## config.mk

```make
export PLATFORM = sky130hd
export DESIGN_NAME = matrix_loader
export DESIGN_NICKNAME = d
export VERILOG_FILES = /design/src/rtl/matrix_loader.sv
export SDC_FILE = /design/constraint.sdc
export NUM_CORES = 1
export LEC_CHECK = 0
export BUFFER_PORTS_ARGS = -buffer_cell sky130_fd_sc_hd__clkbuf_2
export CAP_MARGIN = 40
export CORE_ASPECT_RATIO = 1.5
export CORE_MARGIN = 5
export CORE_UTILIZATION = 45
export CTS_BUF_LIST = sky130_fd_sc_hd__clkbuf_8
export CTS_CLUSTER_DIAMETER = 200
export DETAILED_ROUTE_END_ITERATION = 6
export PLACE_DENSITY = 0.65
export SLEW_MARGIN = 20
export SYNTH_ARGS = -nofsm -noshare
export SYNTH_HDL_FRONTEND = slang
export SYNTH_SLANG_ARGS = --single-unit
export TNS_END_PERCENT = 10
```

## constraint.sdc

```tcl
create_clock -name clk_i -period 2.7 [get_ports clk_i]
set_input_delay 0.675 -clock clk_i [delete_from_list [all_inputs] [get_ports clk_i]]
set_output_delay 0.675 -clock clk_i [all_outputs]
set_load 0.02 [all_outputs]
```

## src/rtl/matrix_loader.sv

```systemverilog
// -----------------------------------------------------------------------------
// matrix_loader
//
// Deserialises a bit-serial stream of matrix elements into full rows for a
// systolic array and buffers those rows in a small FIFO.
// Bits are grouped into elements of width_p bits.
// Elements are grouped into rows of lanes_p lanes, and rows into matrices of
// rows_p rows.
// A row is written into the FIFO on the edge that accepts its final bit.
// The row is tagged "last" when it is the final row of a matrix.
//
// Build option:
//   MATRIX_LOADER_LSB_FIRST_EN  defined   -> first serial bit of an element is
//                                            element bit 0 (LSB-first)
//                               undefined -> first serial bit is element bit
//                                            width_p-1 (MSB-first, default)
//
// Ports:
//   clk_i    in   clock, rising edge
//   reset_i  in   asynchronous active-high reset
//   valid_i  in   serial bit on data_i is valid
//   data_i   in   serial element data
//   ready_o  out  block can accept a serial bit
//   valid_o  out  a complete row is at the FIFO head
//   data_o   out  head row; lane k is in bits [(k+1)*width_p-1 : k*width_p]
//   last_o   out  head row is the final row of a matrix
//   yumi_i   in   consumer takes the head row this cycle
//   count_o  out  rows held in the FIFO
//
// Handshakes: a serial bit moves on a rising edge where valid_i & ready_o.
// A row leaves the FIFO on a rising edge where yumi_i & valid_o.
// yumi_i is ignored while valid_o is 0.
// -----------------------------------------------------------------------------
module matrix_loader #(
   parameter int width_p = 8,
   parameter int lanes_p = 2,
   parameter int rows_p  = 2,
   parameter int depth_p = 4
) (
   input  logic                             clk_i,
   input  logic                             reset_i,
   input  logic                             valid_i,
   input  logic                             data_i,
   output logic                             ready_o,
   output logic                             valid_o,
   output logic [lanes_p*width_p-1:0]       data_o,
   output logic                             last_o,
   input  logic                             yumi_i,
   output logic [$clog2(depth_p+1)-1:0]     count_o
);

   localparam int bit_w_lp  = (width_p > 1) ? $clog2(width_p) : 1;
   localparam int lane_w_lp = (lanes_p > 1) ? $clog2(lanes_p) : 1;
   localparam int rowc_w_lp = (rows_p  > 1) ? $clog2(rows_p)  : 1;
   localparam int ptr_w_lp  = $clog2(depth_p);
   localparam int cnt_w_lp  = $clog2(depth_p + 1);
   localparam int row_w_lp  = lanes_p * width_p;

   localparam logic [bit_w_lp-1:0]  bit_last_lp  = bit_w_lp'(width_p - 1);
   localparam logic [lane_w_lp-1:0] lane_last_lp = lane_w_lp'(lanes_p - 1);
   localparam logic [rowc_w_lp-1:0] rowc_last_lp = rowc_w_lp'(rows_p - 1);
   localparam logic [cnt_w_lp-1:0]  full_lp      = cnt_w_lp'(depth_p);

   // serial assembly state
   logic [bit_w_lp-1:0]  bit_q,  bit_d;
   logic [lane_w_lp-1:0] lane_q, lane_d;
   logic [rowc_w_lp-1:0] rowc_q, rowc_d;
   logic [width_p-1:0]   elem_q, elem_d;
   logic [row_w_lp-1:0]  row_buf_q, row_buf_d;

   // FIFO state
   logic [ptr_w_lp-1:0]  wr_ptr_q, wr_ptr_d;
   logic [ptr_w_lp-1:0]  rd_ptr_q, rd_ptr_d;
   logic [cnt_w_lp-1:0]  count_q, count_d;
   logic [row_w_lp-1:0]  mem_data_q [depth_p];
   logic                 mem_last_q [depth_p];

   logic                 accept;
   logic                 bit_last;
   logic                 lane_last;
   logic                 push;
   logic                 pop;
   logic [width_p-1:0]   elem_next;
   logic [row_w_lp-1:0]  row_next;

   assign bit_last  = (bit_q == bit_last_lp);
   assign lane_last = (lane_q == lane_last_lp);

   // Stall only when the FIFO is full and the next bit would complete a row.
   // Depends on registers alone, so there is no path from valid_i or yumi_i.
   assign ready_o = ~((count_q == full_lp) & bit_last & lane_last);

   assign accept  = valid_i & ready_o;
   assign valid_o = (count_q != '0);
   assign push    = accept & bit_last & lane_last;
   assign pop     = yumi_i & valid_o;

   // Shift direction decides where the first serial bit ends up after
   // width_p shifts.
`ifdef MATRIX_LOADER_LSB_FIRST_EN
   assign elem_next = {data_i, elem_q[width_p-1:1]};
`else
   assign elem_next = {elem_q[width_p-2:0], data_i};
`endif

   // Row image including the element completed by the current bit.
   // The FIFO is written with this image directly on the final bit of a row.
   always_comb begin
      row_next = row_buf_q;
      row_next[lane_q*width_p +: width_p] = elem_next;
   end

   always_comb begin
      bit_d     = bit_q;
      lane_d    = lane_q;
      rowc_d    = rowc_q;
      elem_d    = elem_q;
      row_buf_d = row_buf_q;
      wr_ptr_d  = wr_ptr_q;
      rd_ptr_d  = rd_ptr_q;
      count_d   = count_q;

      if (accept) begin
         elem_d = elem_next;
         if (bit_last) begin
            bit_d     = '0;
            row_buf_d = row_next;
            if (lane_last) begin
               lane_d = '0;
               rowc_d = (rowc_q == rowc_last_lp) ? '0 : rowc_q + 1'b1;
            end else begin
               lane_d = lane_q + 1'b1;
            end
         end else begin
            bit_d = bit_q + 1'b1;
         end
      end

      // depth_p is a power of two, so natural pointer overflow wraps
      // modulo depth_p.
      if (push) wr_ptr_d = wr_ptr_q + 1'b1;
      if (pop)  rd_ptr_d = rd_ptr_q + 1'b1;

      case ({push, pop})
         2'b10:   count_d = count_q + 1'b1;
         2'b01:   count_d = count_q - 1'b1;
         default: count_d = count_q;
      endcase
   end

   always_ff @(posedge clk_i or posedge reset_i) begin
      if (reset_i) begin
         bit_q     <= '0;
         lane_q    <= '0;
         rowc_q    <= '0;
         elem_q    <= '0;
         row_buf_q <= '0;
         wr_ptr_q  <= '0;
         rd_ptr_q  <= '0;
         count_q   <= '0;
      end else begin
         bit_q     <= bit_d;
         lane_q    <= lane_d;
         rowc_q    <= rowc_d;
         elem_q    <= elem_d;
         row_buf_q <= row_buf_d;
         wr_ptr_q  <= wr_ptr_d;
         rd_ptr_q  <= rd_ptr_d;
         count_q   <= count_d;
      end
   end

   // Storage needs no reset.
   // Stale entries are never visible because the outputs are gated by valid_o.
   always_ff @(posedge clk_i) begin
      if (push) begin
         mem_data_q[wr_ptr_q] <= row_next;
         mem_last_q[wr_ptr_q] <= (rowc_q == rowc_last_lp);
      end
   end

   assign data_o  = valid_o ? mem_data_q[rd_ptr_q] : '0;
   assign last_o  = valid_o ? mem_last_q[rd_ptr_q] : 1'b0;
   assign count_o = count_q;

endmodule

```

==> Implementation_results.wiki, run 1 <==
{| class="wikitable"
! Metric !! Value
|-
| Number of flip-flops and latches in the synthesized netlist || 103
|-
| Max Clock Skew || 8.63 ps
|-
| Least setup slack across all paths after layout || 137 ps
|-
| Number of port buffers || 26
|-
| Transition at the pin with the smallest max-transition slack || 458 ps
|-
| Setup-violating endpoint count in the final report || 0
|-
| Placed cell area || 4680 µm²
|-
| DR WL met2 || 4020 µm
|-
| Total clock sinks || 103
|-
| Post-route cell area || 4870 µm²
|-
| Iteration-0 DRC count of the detailed router || 71
|-
| Required arrival time at the worst endpoint || 2030 ps
|-
| Sequential-to-total area share from yosys stat || 65.8%
|-
| Crit share post-route || 94.9%
|-
| Depth of the worst register-to-register path || 11
|-
| Core Util, Final || 50.3%
|-
| Antenna Violating Nets Remaining || 0
|-
| Worst reg2reg path endpoint || count_o[2]
|-
| Worst Hold Margin || 381 ps
|-
| Via count of the first global-routing pass || 2219
|-
| Antenna violations before repair || 0
|-
| Root buffer selected by CTS || clkbuf_8
|-
| Count of maximum capacitance violations || 0
|-
| Clock tree from TritonCTS || yes
|-
| Capturing element type of the critical path || output port
|-
| Top FF cell, synth || edfxtp_1
|-
| Horizontal extent of the die || 91.0 µm
|-
| Tot GR Track Use || 12.8%
|-
| Reg-to-reg startpoint || bit_q[0]
|-
| Final critical-path required period || 2560 ps
|-
| Max rail drop VDD || 0.486 mV
|-
| Count of nets after finishing || 284
|-
| Standard-cell row count || 44
|-
| F_max || 390 MHz
|-
| M1 wire length || 2750 µm
|-
| Number of hold buffers added after cts || 0
|-
| Sum Neg Setup Slack || 0 ps
|-
| Iteration count of the initial detailed-routing pass || 4
|-
| Leak pwr || 1.89 nW
|-
| CTS max path bufs || 2
|-
| Starting density of the core || 45.8%
|-
| Drt total wl || 7060 µm
|-
| Post-DP HPWL || 4560 µm
|-
| Grt ovf || 0
|-
| Slack of the worst reg-to-reg path || 490 ps
|-
| Share of layout cells above drive strength 1 || 35.5%
|-
| Hold Path Class || input pin to async pin
|-
| PwrDens || 1050 nW/µm²
|-
| CTS clk-pin slew, worst paths || 90 ps
|-
| Full die area || 12000 µm²
|-
| Warning count from the yosys run || 0
|-
| Non-filler cells in the finished layout || 391
|-
| Total Power || 5.13 mW
|-
| Share of synthesized flip-flops with an asynchronous set or reset || 34.0%
|-
| Most frequent cells after synthesis || edfxtp_1 (68), dfrtp_1 (35), mux2_2 (32)
|-
| Ant. Diodes || 0
|-
| Hold violation count in the final report || 0
|-
| Core region area || 9690 µm²
|-
| Synth-to-Final Area Change || 9.88%
|-
| Number of enable flip-flop cells after synthesis || 68
|-
| Number of distinct library cells after synthesis || 30
|-
| Combined area of all synthesized cells || 4430 µm²
|-
| Synth area leader || edfxtp_1
|-
| Final slew viol count || 0
|-
| Cells after DPL || 375
|-
| DRC || 0
|-
| Final estimated routing congestion in global placement || 0.716
|-
| Total CTS buffers || 9
|-
| Routed length per placed instance || 18.1 µm
|-
| Share of the synthesized area in the top cell type || 46.1%
|-
| Worst setup path category || flop to output port
|-
| Headroom to the max-slew limit || 69.5%
|-
| Post-Synthesis Net Count || 245
|-
| Max layer used || met4
|-
| Maximum number of pins on one net before global-route repair || 36
|-
| Routed vias || 2061
|-
| First-pass GRT wire length || 11700 µm
|-
| Synth Area per Inst || 19.1 µm²
|-
| Post-detailed-route via-to-cell ratio || 5.27
|-
| Run status || finished, final reports clean
|-
| RSZ-0062 raised after global routing || no
|-
| Gates resized, CTS repair || 0
|-
| Mapped Cells || 232
|-
| Clk Latency, worst-skew pair || 360 ps
|-
| Most instantiated library cell after synthesis || edfxtp_1
|-
| Place WS || 487 ps
|-
| Depth of the CTS H-tree || 3
|-
| Post-CTS setup buffers || 0
|-
| Amount of wire on met3 after detailed routing || 161 µm
|-
| Setup crit start kind || flop
|-
| Cells taking the most area after synthesis || edfxtp_1 (46%), dfrtp_1 (20%), mux4_1 (8.3%)
|-
| Top-Level Pins || 27
|-
| Largest fanout on the critical path || 13
|-
| Data arrival time of the critical path || 1890 ps
|-
| Die extent in y || 132 µm
|}
==> critical path: stages, from the launching register on <==
cell and delay [ps]:
dfrtp_1 350, buf_4 260, mux4_1 600, and2_1 170, clkbuf_2 150
==> flip-flops by register name, summed over array words and instances, names as in the netlist <==
name and flops:
rd_ptr_q 2, bit_q 3, mem_last_q 4, wr_ptr_q 2, rowc_q 1, mem_data_q 64
lane_last 1, row_buf_q 16, count_o 3, elem_q 7
==> placed cells by master (no fill, tap or decap), drive strengths merged, types with 2 or more instances in the layout <==
cell type	count
a31oi	2
and2	22
buf	11
clkbuf	35
clkinv	3
dfrtp	35
edfxtp	68
ha	7
inv	10
mux2	41
mux4	17
nand2	3
nand3	2
nor2	3
xnor2	3
xor2	5
==> how the worst max path moves through the flow <==
stage / cells after the start / endpoint / startpoint
floorplan: 3 / data_o[12] / count_o[0]
global placement: 4 / data_o[13] / rd_ptr_q[0]
detailed placement: 11 / count_o[2] / bit_q[0]
CTS: 4 / data_o[13] / rd_ptr_q[0]
global route: 4 / data_o[10] / rd_ptr_q[0]
finish: 4 / data_o[13] / rd_ptr_q[0]
==> cells by family after synthesis <==
logic type | Yosys count | share of synthesized area [%]
DFF | 103 | 65.8
adders and majority gates | 8 | 2.43
AOI/OAI and AO/OA | 4 | 0.960
buffers and inverters | 17 | 3.13
and+or+nand+nor | 33 | 4.85
xor gates and xnor gates | 8 | 1.58
muxes | 59 | 21.2
==> power by group <==
part	switching (mW)	internal (mW)	leakage, nW
Sequential	0.176	2.13	1.04
Combinational	1.00	0.907	0.753
Clock	0.494	0.422	0.0994
Total	1.67	3.46	1.89
==> per-layer routing <==
layer / vias to the layer above / global-route usage [%]
met5: - / 0
met4: 0 / 6.61
met3: 9 / 2.63
met2: 25 / 22.4
met1: 1061 / 14.7
li1: 966 / -
==> final cells by class <==
type | instances | area [µm²]
clock buffers | 9 | 124
clock inverters | 7 | 66.3
fillers | 818 | 4820
inverters | 8 | 30.0
multi-input cells | 112 | 1380
flip-flops and latches | 103 | 2920
well taps | 115 | 144
repair buffers | 37 | 213
Power figures use the tool's default switching activity.
==> inputs of run 2 (changes only) <==
Clock period 2.7 ns to 3.3 ns, I/O delays scaled along.
==> run 2 against run 1 <==
  * Sequential power decreased by 17%
  * Final cell count down 0.77%
  * Clock skew is essentially flat
  * Routed wire length up 1.1%
  * Hold slack gained 110 ps
  * Register-to-register slack improved by 440 ps
  * Critical path type unchanged
  * Highest routed layer unchanged
==> Implementation_results.wiki, run 2 (synthesis gave the netlist of run 1 again) <==
{| class="wikitable"
! Metric !! Value
|-
| Non-filler cells in the finished layout || 388 (was 391)
|-
| Worst reg2reg path endpoint || count_o[2] (unchanged)
|-
| Number of flip-flops under the largest register name || 64 (unchanged)
|-
| Headroom to the max-slew limit || 61.3% (was 69.5%)
|-
| Worst hold path stage count || 1
|-
| Die extent in y || 132 µm (unchanged)
|-
| Via count of the first global-routing pass || 2195 (was 2219)
|-
| Total clock sinks || 103 (unchanged)
|-
| Ant. Diodes || 0 (unchanged)
|-
| Crit share post-route || 86.5%
|-
| Leak pwr || 1.90 nW (was 1.89 nW)
|-
| Final estimated routing congestion in global placement || 0.690 (was 0.716)
|-
| Share of layout cells above drive strength 1 || 35.2% (was 35.5%)
|-
| Proportion of power drawn by flip-flops and latches || 43.9% (was 44.9%)
|-
| Top-Level Pins || 27 (unchanged)
|-
| Met3 routing resource usage after global routing || 3.43% (was 2.63%)
|-
| Max rail drop VDD || 0.453 mV (was 0.486 mV)
|-
| Data arrival time of the critical path || 2030 ps (was 1890 ps)
|-
| Depth of the worst register-to-register path || 8 (was 11)
|-
| PwrDens || 886 nW/µm² (was 1050 nW/µm²)
|-
| Antenna Violating Nets Remaining || 0 (unchanged)
|-
| Tot GR Track Use || 12.9% (was 12.8%)
|-
| Post-detailed-route via-to-cell ratio || 5.33 (was 5.27)
|-
| Iteration count of the initial detailed-routing pass || 4 (unchanged)
|-
| Final critical-path required period || 2850 ps
|-
| Sum Neg Setup Slack || 0 ps (unchanged)
|-
| Core region area || 9690 µm² (unchanged)
|-
| Largest fanout on the critical path || 16 (was 13)
|-
| Routed length per placed instance || 18.4 µm (was 18.1 µm)
|-
| Maximum number of pins on one net before global-route repair || 36 (unchanged)
|-
| CTS clk-pin slew, worst paths || 90 ps (about the same)
|-
| Biggest registers after layout || mem_data_q: 64 flops, row_buf_q: 16 flops, elem_q: 7 flops (unchanged)
|-
| Required arrival time at the worst endpoint || 2470 ps (was 2030 ps)
|-
| RSZ-0062 raised after global routing || no (unchanged)
|-
| Leading cell type in the layout, fill and taps excluded || edfxtp_1 (unchanged)
|-
| Horizontal extent of the die || 91.0 µm (unchanged)
|-
| Count of maximum capacitance violations || 0 (unchanged)
|-
| Setup-violating endpoint count in the final report || 0 (unchanged)
|-
| Reg-to-reg startpoint || count_o[2] (was bit_q[0])
|-
| Reg with most FFs || mem_data_q (unchanged)
|-
| Full die area || 12000 µm² (unchanged)
|-
| Post-CTS setup buffers || 0 (unchanged)
|-
| DRC || 0 (unchanged)
|-
| Iteration-0 DRC count of the detailed router || 90 (was 71)
|-
| Gates resized, CTS repair || 0 (unchanged)
|-
| Fraction of power consumed by combinational cells || 35.1% (was 37.2%)
|-
| Final slew viol count || 0 (unchanged)
|-
| Place WS || 798 ps (was 487 ps)
|-
| Grt ovf || 0 (unchanged)
|-
| Cells after DPL || 372 (was 375)
|-
| Capturing element type of the critical path || output port (unchanged)
|-
| Synth-to-Final Area Change || 10.4% (was 9.88%)
|-
| Post-DP HPWL || 4610 µm (was 4560 µm)
|-
| Most used cells in the layout excluding fill and tap cells || edfxtp_1 (68), dfrtp_1 (35), mux2_2 (32), clkbuf_2 (26), and2_1 (22) (unchanged)
|-
| Clk Latency, worst-skew pair || 360 ps (about the same)
|-
| Net switching power || 1.37 mW (was 1.67 mW)
|-
| Hold violation count in the final report || 0 (unchanged)
|-
| Total CTS buffers || 9 (unchanged)
|-
| Number of port buffers || 26 (unchanged)
|-
| Grt met2 use || 22.9% (was 22.4%)
|-
| Setup crit start kind || flop (unchanged)
|-
| Transition at the pin with the smallest max-transition slack || 580 ps (was 458 ps)
|-
| HP Start || bit_q[0]
|-
| Drt total wl || 7140 µm (was 7060 µm)
|-
| Root buffer selected by CTS || clkbuf_8 (unchanged)
|-
| Count of nets after finishing || 281 (was 284)
|-
| Met1 Track Usage GR || 14.6% (was 14.7%)
|-
| Depth of the CTS H-tree || 3 (unchanged)
|-
| First-pass GRT wire length || 11800 µm (was 11700 µm)
|-
| Worst setup path category || flop to output port (unchanged)
|-
| Slack of the worst reg-to-reg path || 930 ps (was 490 ps)
|-
| Max Clock Skew || 8.83 ps (was 8.63 ps)
|-
| Starting density of the core || 45.8% (unchanged)
|-
| Hold Path Class || flop to flop (was input pin to async pin)
|-
| Fraction of power spent switching nets || 31.6% (was 32.6%)
|-
| Total Power || 4.34 mW (was 5.13 mW)
|-
| Routed vias || 2068 (was 2061)
|-
| Number of hold buffers added after cts || 0 (unchanged)
|-
| Clock power share || 21.0% (was 17.9%)
|-
| Least setup slack across all paths after layout || 446 ps (was 137 ps)
|-
| Layer with the highest usage || met2 (unchanged)
|-
| Standard-cell row count || 44 (unchanged)
|-
| Run status || finished, final reports clean (unchanged)
|-
| Antenna violations before repair || 0 (unchanged)
|-
| Clock tree from TritonCTS || yes (unchanged)
|-
| CTS max path bufs || 2 (unchanged)
|-
| Internal Pwr Total || 2.97 mW (was 3.46 mW)
|-
| F_max || 350 MHz
|-
| WHS Endpoint || bit_q[0]
|}
## run 2: cell types whose count changed in the layout (fill, tap and decap cells not counted), sizes merged
cell,change
clkinvlp,-1
bufinv,+2
buf,-3
clkinv,-1
## run 2: power by group through the flow
stage          combinational (mW)  clock, mW  sequential, mW
2_1_floorplan                1.25          0            1.89
3_3_place_gp                 1.52          0            1.93
3_5_place_dp                 1.55          0            1.94
6_report                     1.52      0.911            1.90
4_1_cts                      1.56      0.933            1.91
5_1_grt                      1.67      0.986            1.94
## run 2: worst max-delay path: stages, from the launching register on
cell,delay [ps]
dfrtp_1,420
buf_4,310
mux4_1,610
and2_1,180
clkbuf_2,150
## run 2: layer usage
layer | wire [µm] | up-vias | share of wire, %
met1 | 2820 | 1084 | 39
met2 | 3980 | 23 | 56
met4 | 121 | 0 | 1.7
met5 | 0 | - | 0
met3 | 221 | 9 | 3.1
li1 | - | 952 | -
## run 2: how the worst max path moves through the flow
| stage | from | to | slack, ps | cells after the start |
|---|---|---|---|---|
| 2_1_floorplan | count_o[0] | data_o[12] | 960 | 3 |
| 3_3_place_gp | valid_i | count_o[2] | 800 | 10 |
| 3_5_place_dp | valid_i | count_o[2] | 800 | 10 |
| 4_1_cts | rd_ptr_q[0] | data_o[10] | 390 | 4 |
| 5_1_grt | rd_ptr_q[0] | data_o[12] | 320 | 4 |
| 6_report | rd_ptr_q[0] | data_o[10] | 450 | 4 |
## run 2: through the flow
stage          hold slack, ps  util (%)  cell area (µm²)
3_5_place_dp              488      48.1             4660
4_1_cts                   501      50.5             4890
2_1_floorplan             456         -             4430
6_report                  494      50.5             4890
5_1_grt                   526      50.5             4890
3_3_place_gp              476      48.1             4660
## run 2: cell type report
| cell class | count | area [µm²] |
|---|---|---|
| fill | 818 | 4800 |
| sequential | 103 | 2920 |
| multi-input combinational | 112 | 1380 |
| timing repair buffer | 34 | 190 |
| tap | 115 | 144 |
| clock buffer | 9 | 124 |
| clock inverter | 7 | 111 |
| inverter | 8 | 30.0 |
